--- src/rtl/spi.sv ---
// SPI mode-0 slave with 8-bit frames, MSB first, driven entirely from the system clock.
// The external sck is sampled and its edges are detected locally; the byte in flight is tracked by bit_cnt.
module spi (
  input  logic       clk,
  input  logic       rst,
  input  logic       sck,
  input  logic       ss,
  input  logic       mosi,
  output logic       miso,
  input  logic [7:0] din,
  output logic [7:0] dout,
  output logic       busy
);

  logic       sck_q;
  logic       sck_q2;
  logic [2:0] bit_cnt;
  logic [7:0] rx_shift;
  logic [7:0] tx_shift;
  logic       rise;
  logic       fall;
  logic       idle;

  assign rise = sck_q & ~sck_q2;
  assign fall = ~sck_q & sck_q2;
  assign idle = ~sck_q & (bit_cnt == 3'd0);

  // sck sampling stages: sck_q feeds busy directly, sck_q2 only serves edge detection
  always_ff @(posedge clk or negedge rst) begin
    if (!rst) begin
      sck_q  <= 1'b0;
      sck_q2 <= 1'b0;
    end else begin
      sck_q  <= sck;
      sck_q2 <= sck_q;
    end
  end

  // receive path: deselect discards any partial byte
  always_ff @(posedge clk or negedge rst) begin
    if (!rst) begin
      bit_cnt  <= 3'd0;
      rx_shift <= 8'h00;
    end else if (ss) begin
      bit_cnt  <= 3'd0;
      rx_shift <= 8'h00;
    end else if (rise) begin
      bit_cnt  <= bit_cnt + 3'd1;
      rx_shift <= {rx_shift[6:0], mosi};
    end
  end

  always_ff @(posedge clk or negedge rst) begin
    if (!rst) begin
      dout <= 8'h00;
    end else if (!ss && rise && (bit_cnt == 3'd7)) begin
      dout <= {rx_shift[6:0], mosi};
    end
  end

  // transmit path: reload from din while idle so bit 7 is ready before the first rise
  always_ff @(posedge clk or negedge rst) begin
    if (!rst) begin
      tx_shift <= 8'h00;
    end else if (idle) begin
      tx_shift <= din;
    end else if (!ss && fall) begin
      tx_shift <= {tx_shift[6:0], 1'b0};
    end
  end

  assign miso = ~ss & tx_shift[7];
  assign busy = sck_q | (bit_cnt != 3'd0);

endmodule

--- config.mk ---
export PLATFORM = sky130hd
export DESIGN_NAME = spi
export DESIGN_NICKNAME = d
export VERILOG_FILES = /design/src/rtl/spi.sv
export SDC_FILE = /design/constraint.sdc
export NUM_CORES = 1
export LEC_CHECK = 0
export BUFFER_PORTS_ARGS = -buffer_cell sky130_fd_sc_hd__clkbuf_2
export CAP_MARGIN = 20
export CORE_ASPECT_RATIO = 1.75
export CORE_MARGIN = 2
export CORE_UTILIZATION = 50
export CTS_CLUSTER_DIAMETER = 30
export DETAILED_ROUTE_END_ITERATION = 7
export PLACE_DENSITY = 0.8
export SYNTH_ARGS = -nofsm -noshare
export SYNTH_HDL_FRONTEND = slang
export SYNTH_SLANG_ARGS = --single-unit
--- constraint.sdc ---
create_clock -name clk -period 2.4 [get_ports clk]
set_input_delay 0.12 -clock clk [delete_from_list [all_inputs] [get_ports clk]]
set_output_delay 0.12 -clock clk [all_outputs]
set_load 0.02 [all_outputs]
### After elaboration in Yosys (flattened, before gate mapping)

Cells that the tools add are included.

| cells by class | value |
|---|---|
| add/sub/neg operators | 1 |
| eq/ne operators | 1 |
| mux-type cells | 6 |
| bitwise gates (word level) | 8 |
| reductions and logical operators | 8 |

Operator list:

| kind | count |
|---|---|
| $mux 8 | 2 |
| $mux 7 | 2 |
| $mux 3 | 2 |
| $and 1x1->1 | 4 |
| $reduce_bool 2->1 | 2 |
| $add 3x1->3 const B | 1 |
| $eq 3x3->1 const B | 1 |
| $logic_and 1x1->1 | 3 |
| $logic_not 3->1 | 1 |
| $not 1->1 | 3 |
| $reduce_bool 3->1 | 1 |
| $logic_not 1->1 | 1 |
| $or 1x1->1 | 1 |

| word-level totals | value |
|---|---|
| register bits | 28 |
| input bits | 13 |

### Longest topological paths before layout

Gate-level depths: netlist of the first run.

| depth | value |
|---|---|
| word-level depth | 5 |
| gate-level depth with buffers | 6 |
| mapped depth without buffers | 5 |

### Worst setup path before layout of the first run

OpenSTA, ideal clock, no wires.

| path | value |
|---|---|
| path kind | flip-flop to flip-flop |
| from | register bit_cnt[0] |
| to | register tx_shift[1] |
| arrival time | 1.416 ns |
| required time | 2.275 ns |
| slack | 0.859 ns |
| cell stages (with the launch flop) | 7 |
| clock period less this slack | 1.541 ns |
| cell sequence | dfrtp_1 -> inv_1 -> ha_1 -> nand2b_1 -> buf_2 -> mux2_2 -> mux2_2 |

| on the way | value |
|---|---|
| cells in the longest elaborated chain, start to end | 3 |
| elaborated cells between the ends (all ways) | 4 |

Ends and longest elaborated chain:

| item | RTL line | source |
|---|---|---|
| from (decl) | 17 | `logic [2:0] bit_cnt;` |
| from (signal assigned) | 48 | `bit_cnt <= bit_cnt + 3'd1;` |
| $logic_not 3->1 * | 26 | `assign idle = ~sck_q & (bit_cnt == 3'd0);` |
| $and 1x1->1 * | 26 |  |
| $mux 8 or $reduce_bool 2->1 (tied branches) | -- |  |
| to (signal assigned) | 66 | `tx_shift <= din;` |
| to (signal assigned) | 68 | `tx_shift <= {tx_shift[6:0], 1'b0};` |
| to (decl) | 19 | `logic [7:0] tx_shift;` |

Every way passes the cells marked *; elsewhere a longest branch is shown, timed or not.
A chain may end at the register's enable or synchronous reset.

### Worst setup path after layout of the first run

| path | value |
|---|---|
| from | register bit_cnt[0] |
| to | output port busy |

| on the way | value |
|---|---|
| cells in the longest elaborated chain, start to end | 2 |

Ends and longest elaborated chain:

| item | RTL line | source |
|---|---|---|
| $reduce_bool 3->1 | 73 | `assign busy = sck_q \| (bit_cnt != 3'd0);` |
| $or 1x1->1 | 73 |  |
| to (decl) | 12 | `output logic busy` |

No other way between the ends.

==> run summary, run 1 <==
=======================================================================================
DR WL/cell                                                                      13.3 um
# diodes                                                                              0
Crit path cell chain                                                       inv_1, ha_1, nand2b_1, or2_2, clkbuf_2
Pre-Repair DR Iteration Count                                                         4
Area growth from synthesis to final layout                                        16.4%
Last weighted congestion value of the routability-driven placer                   0.695
Area of the die                                                            0.00287 sq mm
Final net count                                                                     141
Core outline area                                                          0.00230 sq mm
Number of vias after detailed routing                                               792
Post-Route WL                                                                   1980 um
Cell types with the largest area share after synthesis                     dfrtp_1 57%, mux2_2 20%, nand2_1 6.1%, a21oi_1 4.1%, ha_1 3.1%
Count of cells along the worst hold path                                              3
Number of violations reported at the end of detailed-routing iteration 0             18
Buffers added on ports                                                               22
Yosys top cell area share                                                         57.3%
Maximum root-to-sink buffer count                                                     2
Switching portion of total power                                                  23.0%
Required time of the worst setup path                                           2.28 ns
Starting Density                                                                  53.2%
Fraction of final layout cells with drive strength greater than 1                 41.9%
Min-delay worst type                                                          in -> reg
Synthesized netlist net count                                                       116
Total negative slack for setup checks                                              0 ns
Count of max-cap constraint violations                                                0
CTS tree                                                                           done
Most frequent standard cell in the layout excluding fill and tap cells          dfrtp_1
Via-per-instance ratio                                                             5.32
CP endpoint kind                                                           primary output
Mean post-synth cell area                                                    12.2 sq um
Count of buffering cells on the critical path with inverters included                 2
Worst-Skew Late Latency                                                         0.27 ns
Number of global-route vias before repair                                           830
Fin area                                                                   0.00142 sq mm
Residual overflow from global routing                                                 0
Fin. max-slew vios                                                                    0
Relative slew margins                                                             56.7%
Static power due to leakage                                                    0.689 nW
Final Util                                                                        61.8%
Number of cells on the critical path                                                  5
TritonCTS sink count                                                                 28
Clock network fraction of design power                                            30.9%
Fmax                                                                            541 MHz
Placed standard-cell area                                                  0.00135 sq mm
Total of endpoints with negative setup slack in the final report                      0
Warnings from Yosys                                                                   0
Proportion of synthesized chip area in sequential cells                           57.3%
Max incr delay on CP                                                            0.41 ns
Run status                                                                 finished clean
Power density relative to cell area                                         652 mW/mm^2
DP HPWL                                                                         1470 um
Kind of cell with the highest combined delay on the critical path          simple AND/OR/NAND/NOR gates
CTS buffer count                                                                      3
Final Hold Violating Endpoints                                                        0
Register clock-pin slew on the reported worst setup and hold paths              0.09 ns
Final critical path time including I/O delays and setup                         1.85 ns
Cell area after technology mapping                                         0.00122 sq mm
Row count                                                                            23
First-pass GRT wire length                                                      3390 um
Net switching power of the design                                                214 uW
WS Path Type                                                                 reg -> out
Vert. Die Dim                                                                   69.4 um
Total power draw                                                                 928 uW
Cell count after synthesis                                                          100
Worst hold margin                                                             0.0632 ns
Crit path launch type                                                         flip-flop
Sequential share of power                                                         56.7%
Count of antenna-violating nets left after detailed routing                           0
Number of antenna violations at the first check in global routing                     0
Most frequent cells in the layout                                          28 x dfrtp_1, 22 x mux2_2, 22 x clkbuf_2, 20 x nand2_1, 10 x a21oi_1
RSZ-0062 raised after global routing                                              false
Register Area                                                                 701 sq um
Root Buffer                                                                    clkbuf_8
Die Width                                                                       41.4 um
Critical-path maximum fanout                                                          9
DRC violations left                                                                   0
Cell taking the most area after synthesis                                       dfrtp_1
Slew of the pin with the lowest slew margin                                    0.649 ns
Maximum number of pins on one net before global-route repair                         29
Slowest stage cell, crit path                                                   dfrtp_1
Final Cycle Share                                                                 77.0%
Critical Path AT                                                                1.73 ns
Fraction of power consumed by combinational cells                                 12.4%
Area of combinational cells with multiple inputs                              492 sq um
Count of cells along the worst register-to-register path                              5
Filler cell count in the final layout                                               198
Worst Clk Skew                                                               0.00170 ns
IR drop worst, VDD                                                             0.484 mV
Count of unique library cells instantiated by Yosys                                  15
Internal power of the cells                                                      714 uW
H-tree level count                                                                    1
IO Pins                                                                              23
Yosys reg bits                                                                       28
Total global routing track utilization                                            17.6%
=======================================================================================
power by group through the flow:
stage	clock [mW]	sequential, mW	combinational, mW
after detailed placement	0	0.537	0.116
after global placement	0	0.534	0.111
after global routing	0.314	0.532	0.129
after floorplan	0	0.531	0.0803
after CTS	0.295	0.528	0.119
final	0.287	0.526	0.115
layer usage:
| metal | routed length (um) | GRT usage (%) | vias to the layer above |
|---|---|---|---|
| li1 | - | - | 379 |
| met1 | 760 | 18.7 | 389 |
| met2 | 1080 | 29.3 | 19 |
| met5 | 0 | 0 | - |
| met4 | 66 | 11.8 | 0 |
| met3 | 69 | 1.92 | 5 |
layout make-up:
type	instances	share of cell area (%)
Clock buffer	4	3.87
Tap cell	25	2.20
Multi-Input combinational cell	64	34.5
Sequential cell	28	49.2
Timing Repair Buffer	24	9.14
Inverter	4	1.05
state kept, by name, indices dropped and copies added (netlist names):
| name | count |
|---|---|
| bit_cnt | 3 |
| dout | 8 |
| rx_shift | 7 |
| sck_q | 1 |
| sck_q2 | 1 |
| tx_shift | 8 |
worst register-to-register path, stage by stage (launching register included):
cell,delay (ns)
dfrtp_1,0.38
inv_1,0.07
ha_1,0.20
nand2b_1,0.34
mux2_2,0.39
mux2_2,0.26
synthesized netlist by cell type:
cell type / instances
buf_2: 1
mux2_2: 22
dfrtp_1: 28
nand2_1: 20
nor3b_4: 1
nor2b_1: 2
a21oi_4: 1
inv_1: 4
a21oi_1: 10
clkbuf_1: 3
o22ai_1: 1
nand2b_2: 1
or2_2: 1
nand2b_1: 2
ha_1: 3
cells by family after synthesis:
kind of cell               after synthesis  share of synthesized area, %
AOI/OAI and AO/OA                       12                          5.93
adders and majority gates                3                          3.07
buffers and inverters                    8                          2.56
DFF                                     28                          57.3
muxes                                   22                          20.2
and+or+nand+nor                         27                          10.9
path summary, 6_finish.rpt:
check / from / to / slack [ns]
setup / recovery: bit_cnt[0]$_DFFE_PN0P_ / busy / 0.55
hold / removal: mosi / rx_shift[0]$_DFFE_PN0P_ / 0.06
setup reg to reg: bit_cnt[0]$_DFFE_PN0P_ / tx_shift[6]$_DFFE_PN0P_ / 0.66
hold reg to reg: dout[4]$_DFFE_PN0P_ / dout[4]$_DFFE_PN0P_ / 0.51
max in group asynchronous: rst / dout[6]$_DFFE_PN0P_ / 1.58
min in group asynchronous: rst / tx_shift[2]$_DFFE_PN0P_ / 0.40
what timing repair did:
| action | CTS | global route |
|---|---|---|
| hold buffers | 2 | 0 |
| setup buffers | 0 | 0 |
| resized for setup | 0 | 0 |
| endpoints found under the hold margin | 29 | 0 |
per-stage QoR:
| step | cells | setup WS [ns] |
|---|---|---|
| after global placement | 143 | 0.718 |
| after global routing | 149 | 0.456 |
| after CTS | 149 | 0.526 |
| final | 149 | 0.553 |
| after detailed placement | 143 | 0.635 |
| after floorplan | 100 | 0.859 |
Note: power is estimated with default switching activity, not from simulation.
==> run 2: changes to the inputs <==
- clock period: 2.4 -> 1.8 ns (I/O delays scaled with it)
==> run summary, run 2 (synthesized netlist as in run 1, its figures left out) <==
=======================================================================================
Final Hold Violating Endpoints                                                        0
Number of global-route vias before repair                                           812
Slew of the pin with the lowest slew margin                                    0.682 ns
Buffers added on ports                                                               22
# diodes                                                                              0
Slowest stage cell, crit path                                                   dfrtp_1
Total global routing track utilization                                            16.5%
Power density relative to cell area                                         918 mW/mm^2
Total power draw                                                                1.35 mW
CP endpoint kind                                                           primary output
Total of endpoints with negative setup slack in the final report                      0
Worst-Skew Late Latency                                                         0.27 ns
Crit path launch type                                                         flip-flop
Row count                                                                            23
Number of vias after detailed routing                                               804
DRC violations left                                                                   0
Final Util                                                                        63.6%
Critical Path AT                                                                1.57 ns
Post-Route WL                                                                   2050 um
Crit path cell chain                                                       inv_1, ha_1, nand2b_2, or2_2, clkbuf_2
Number of violations reported at the end of detailed-routing iteration 0             11
Run status                                                                 finished clean
Fin area                                                                   0.00147 sq mm
Most frequent standard cell in the layout excluding fill and tap cells          dfrtp_1
DP HPWL                                                                         1560 um
Relative slew margins                                                             54.5%
Static power due to leakage                                                    0.710 nW
Via-per-instance ratio                                                             5.29
Fraction of final layout cells with drive strength greater than 1                 44.1%
Count of max-cap constraint violations                                                0
Maximum number of pins on one net before global-route repair                         29
Kind of cell with the highest combined delay on the critical path          simple AND/OR/NAND/NOR gates
IR drop worst, VDD                                                             0.868 mV
Placed standard-cell area                                                  0.00137 sq mm
H-tree level count                                                                    1
TritonCTS sink count                                                                 28
Count of antenna-violating nets left after detailed routing                           0
Register clock-pin slew on the reported worst setup and hold paths              0.09 ns
Number of cells in the finished layout apart from fillers                           152
Count of placed standard cells including taps                                       146
Max incr delay on CP                                                            0.41 ns
Pre-Repair DR Iteration Count                                                         6
IO Pins                                                                              23
CTS tree                                                                           done
Last weighted congestion value of the routability-driven placer                   0.687
Top Registers                                                              dout: 8 flops, tx_shift: 8 flops, rx_shift: 7 flops
Root Buffer                                                                    clkbuf_8
Fmax                                                                            601 MHz
DR WL/cell                                                                      13.5 um
CTS buffer count                                                                      3
Vert. Die Dim                                                                   69.4 um
Area of the die                                                            0.00287 sq mm
First-pass GRT wire length                                                      3340 um
Total negative slack for setup checks                                              0 ns
RSZ-0062 raised after global routing                                              false
Fin. max-slew vios                                                                    0
Most frequent cells in the layout                                          28 x dfrtp_1, 22 x mux2_2, 22 x clkbuf_2, 20 x nand2_1, 10 x a21oi_1
Die Width                                                                       41.4 um
Count of buffering cells on the critical path with inverters included                 2
Required time of the worst setup path                                           1.71 ns
Starting Density                                                                  53.2%
Residual overflow from global routing                                                 0
Area growth from synthesis to final layout                                        19.7%
WS Path Type                                                                 reg -> out
Core outline area                                                          0.00230 sq mm
Maximum root-to-sink buffer count                                                     2
Final critical path time including I/O delays and setup                         1.66 ns
Worst Clk Skew                                                               0.00389 ns
Number of antenna violations at the first check in global routing                     0
Setup Buffers After CTS                                                               0
Final net count                                                                     144
Critical-path maximum fanout                                                          9
Final Cycle Share                                                                 92.4%
Min-delay worst type                                                          in -> reg
=======================================================================================
==> run 2: changes by cell type in the layout (fill, tap and decap cells not counted) <==
cell and change:
buf_4 +3, bufinv_16 +1, clkbuf_8 -1, nand2b_1 -1
nand2b_2 +1
==> run 2: worst reg2reg max path, stage by stage (launching register included) <==
cell	delay, ns
dfrtp_1	0.41
inv_1	0.08
ha_1	0.16
nand2b_2	0.16
a21oi_4	0.31
mux2_2	0.38
==> run 2: area by class of cell <==
class / count / area (sq um)
multi-input combinational: 64 / 494
sequential: 28 / 701
timing repair buffer: 27 / 153
inverter: 4 / 15.0
clock buffer: 3 / 41.3
fill: 197 / 837
clock inverter: 1 / 30.0
tap: 25 / 31.3
==> run 2: layer usage <==
layer / track usage (%) / part of all wire [%]
met5: 0 / 0
met4: 6.45 / 0.73
met3: 1.92 / 4.6
met2: 28.5 / 54
met1: 19.0 / 40
==> run 2: what timing repair did <==
action,4_1_cts,5_1_grt
hold buffers,2,0
gates resized for setup,1,0
hold endpoints to repair,29,0
endpoints found under the setup margin,1,0
==> run 2: path summary, 6_finish.rpt <==
path                                    startpoint                 endpoint  slack [ns]  depth (start not counted)
max in group asynchronous                      rst      dout[5]$_DFFE_PN0P_        0.98                          2
max reg2reg                 bit_cnt[0]$_DFFE_PN0P_  tx_shift[4]$_DFFE_PN0P_        0.20                          5
max                         bit_cnt[0]$_DFFE_PN0P_                     busy        0.14                          5
min in group asynchronous                      rst  tx_shift[1]$_DFFE_PN0P_        0.38                          2
min reg2reg                tx_shift[3]$_DFFE_PN0P_  tx_shift[3]$_DFFE_PN0P_        0.51                          1
min                                           mosi  rx_shift[0]$_DFFE_PN0P_        0.04                          3
==> run 2: report_power, final <==
group          total (mW)  internal [mW]  leakage (nW)  switching, mW
combinational       0.158         0.0839         0.308         0.0745
sequential          0.703          0.676         0.367         0.0265
clock               0.484          0.298        0.0357          0.186
total                1.35           1.06         0.710          0.288
==> run 2: stage by stage <==
stage,setup slack [ns],hold slack (ns)
2_1_floorplan,0.259,-0.206
3_3_place_gp,0.128,0.148
3_5_place_dp,0.0636,0.158
4_1_cts,0.111,0.0344
5_1_grt,0.0427,0.0487
6_report,0.137,0.0426
==> run 3: changes to the inputs <==
- HOLD_SLACK_MARGIN: default -> 0.1
==> run summary, run 3 (synthesized netlist as in run 1, its figures left out) <==
=======================================================================================
Pre-Repair DR Iteration Count                                                         4
Row count                                                                            23
Worst hold margin                                                              0.172 ns
Crit path launch type                                                         flip-flop
Global route hottest layer                                                         met2
Slew of the pin with the lowest slew margin                                    0.682 ns
Number of vias after detailed routing                                               804
Area of the die                                                            0.00287 sq mm
Fraction of final layout cells with drive strength greater than 1                 43.4%
Worst-Skew Late Latency                                                         0.27 ns
Core outline area                                                          0.00230 sq mm
Via-per-instance ratio                                                             5.22
Count of antenna-violating nets left after detailed routing                           0
M1 GR Usage                                                                       19.0%
Fmax                                                                            602 MHz
Post-Route WL                                                                   2060 um
IO Pins                                                                              23
Relative slew margins                                                             54.5%
CTS tree                                                                           done
H-tree level count                                                                    1
Number of global-route vias before repair                                           812
Final net count                                                                     146
Most frequent cells in the layout                                          28 x dfrtp_1, 22 x mux2_2, 22 x clkbuf_2, 20 x nand2_1, 10 x a21oi_1
Filler cell count in the final layout                                               195
Critical Path AT                                                                1.57 ns
CP endpoint kind                                                           primary output
CTS buffer count                                                                      3
Maximum number of pins on one net before global-route repair                         29
IR drop worst, VDD                                                             0.868 mV
Residual overflow from global routing                                                 0
Setup Buffers After CTS                                                               0
Root Buffer                                                                    clkbuf_8
Power density relative to cell area                                         907 mW/mm^2
RSZ-0062 raised after global routing                                              false
Count of max-cap constraint violations                                                0
TritonCTS sink count                                                                 28
Required time of the worst setup path                                           1.71 ns
Most frequent standard cell in the layout excluding fill and tap cells          dfrtp_1
Number of violations reported at the end of detailed-routing iteration 0             17
Number of antenna violations at the first check in global routing                     0
Final Cycle Share                                                                 92.3%
Grt met2 use                                                                      28.5%
Die Width                                                                       41.4 um
First-pass GRT wire length                                                      3340 um
Top Registers                                                              dout: 8 flops, tx_shift: 8 flops, rx_shift: 7 flops
DR WL/cell                                                                      13.4 um
Area growth from synthesis to final layout                                        21.4%
Total global routing track utilization                                            16.5%
Critical-path maximum fanout                                                          9
Min-delay worst type                                                          in -> reg
Starting Density                                                                  53.2%
Worst Clk Skew                                                               0.00315 ns
Final critical path time including I/O delays and setup                         1.66 ns
Register Area                                                                 701 sq um
Area of combinational cells with multiple inputs                              494 sq um
Last weighted congestion value of the routability-driven placer                   0.687
Fin. max-slew vios                                                                    0
Buffers added on ports                                                               22
Static power due to leakage                                                    0.719 nW
Vert. Die Dim                                                                   69.4 um
# diodes                                                                              0
WS Path Type                                                                 reg -> out
Final Hold Violating Endpoints                                                        0
Total of endpoints with negative setup slack in the final report                      0
Register clock-pin slew on the reported worst setup and hold paths              0.09 ns
DP HPWL                                                                         1560 um
Total negative slack for setup checks                                              0 ns
Run status                                                                 finished clean
Met3 track utilization from global routing                                        1.92%
DRC violations left                                                                   0
Maximum root-to-sink buffer count                                                     2
=======================================================================================
-- run 3: through the flow --
step	total power, mW	cells	setup slack (ns)	cell area [sq um]	util [%]
finish	1.35	154	0.138	1490	64.5
global route	1.42	154	0.0427	1490	64.5
CTS	1.37	154	0.111	1490	64.5
detailed placement	0.875	146	0.0636	1370	59.6
global placement	0.863	146	0.128	1370	59.6
floorplan	0.815	100	0.259	1220	-
-- run 3: layout make-up --
| class | instances | area share, % |
|---|---|---|
| Timing Repair Buffer | 29 | 11.6 |
| Clock inverter | 1 | 2.02 |
| Multi-Input combinational cell | 64 | 33.3 |
| Inverter | 4 | 1.01 |
| Sequential cell | 28 | 47.2 |
| Tap cell | 25 | 2.11 |
| Clock buffer | 3 | 2.78 |
-- run 3: layer usage --
layer	share of wire, %	routed length [um]
met3	3.9	81
met4	0.73	15
met5	0	0
met1	41	851
met2	54	1110
-- run 3: critical path, stage by stage, from the launching register on --
cell and delay [ns]:
dfrtp_1 0.41, inv_1 0.08, ha_1 0.16, nand2b_2 0.16
or2_2 0.33, clkbuf_2 0.16
-- run 3: power by group --
part	internal (mW)	switching (mW)
Sequential	0.676	0.0265
Combinational	0.0867	0.0751
Clock	0.298	0.186
Total	1.06	0.287
-- run 3: worst paths after layout --
| path | startpoint | to | slack [ns] | cells past startpoint |
|---|---|---|---|---|
| worst max-delay path | bit_cnt[0]$_DFFE_PN0P_ | busy | 0.14 | 5 |
| worst min-delay path | din[7] | tx_shift[7]$_DFFE_PN0P_ | 0.17 | 3 |
| worst max register to register | bit_cnt[0]$_DFFE_PN0P_ | tx_shift[5]$_DFFE_PN0P_ | 0.20 | 5 |
| worst min register to register | dout[4]$_DFFE_PN0P_ | dout[4]$_DFFE_PN0P_ | 0.51 | 1 |
| max in group asynchronous | rst | dout[5]$_DFFE_PN0P_ | 0.98 | 2 |
| min in group asynchronous | rst | tx_shift[1]$_DFFE_PN0P_ | 0.38 | 2 |
-- run 3: repair_timing --
item / in CTS / in global routing
endpoints found under the setup margin: 1 / 0
gates resized for setup: 1 / 0
endpoints found under the hold margin: 32 / 0
hold buffers: 4 / 0
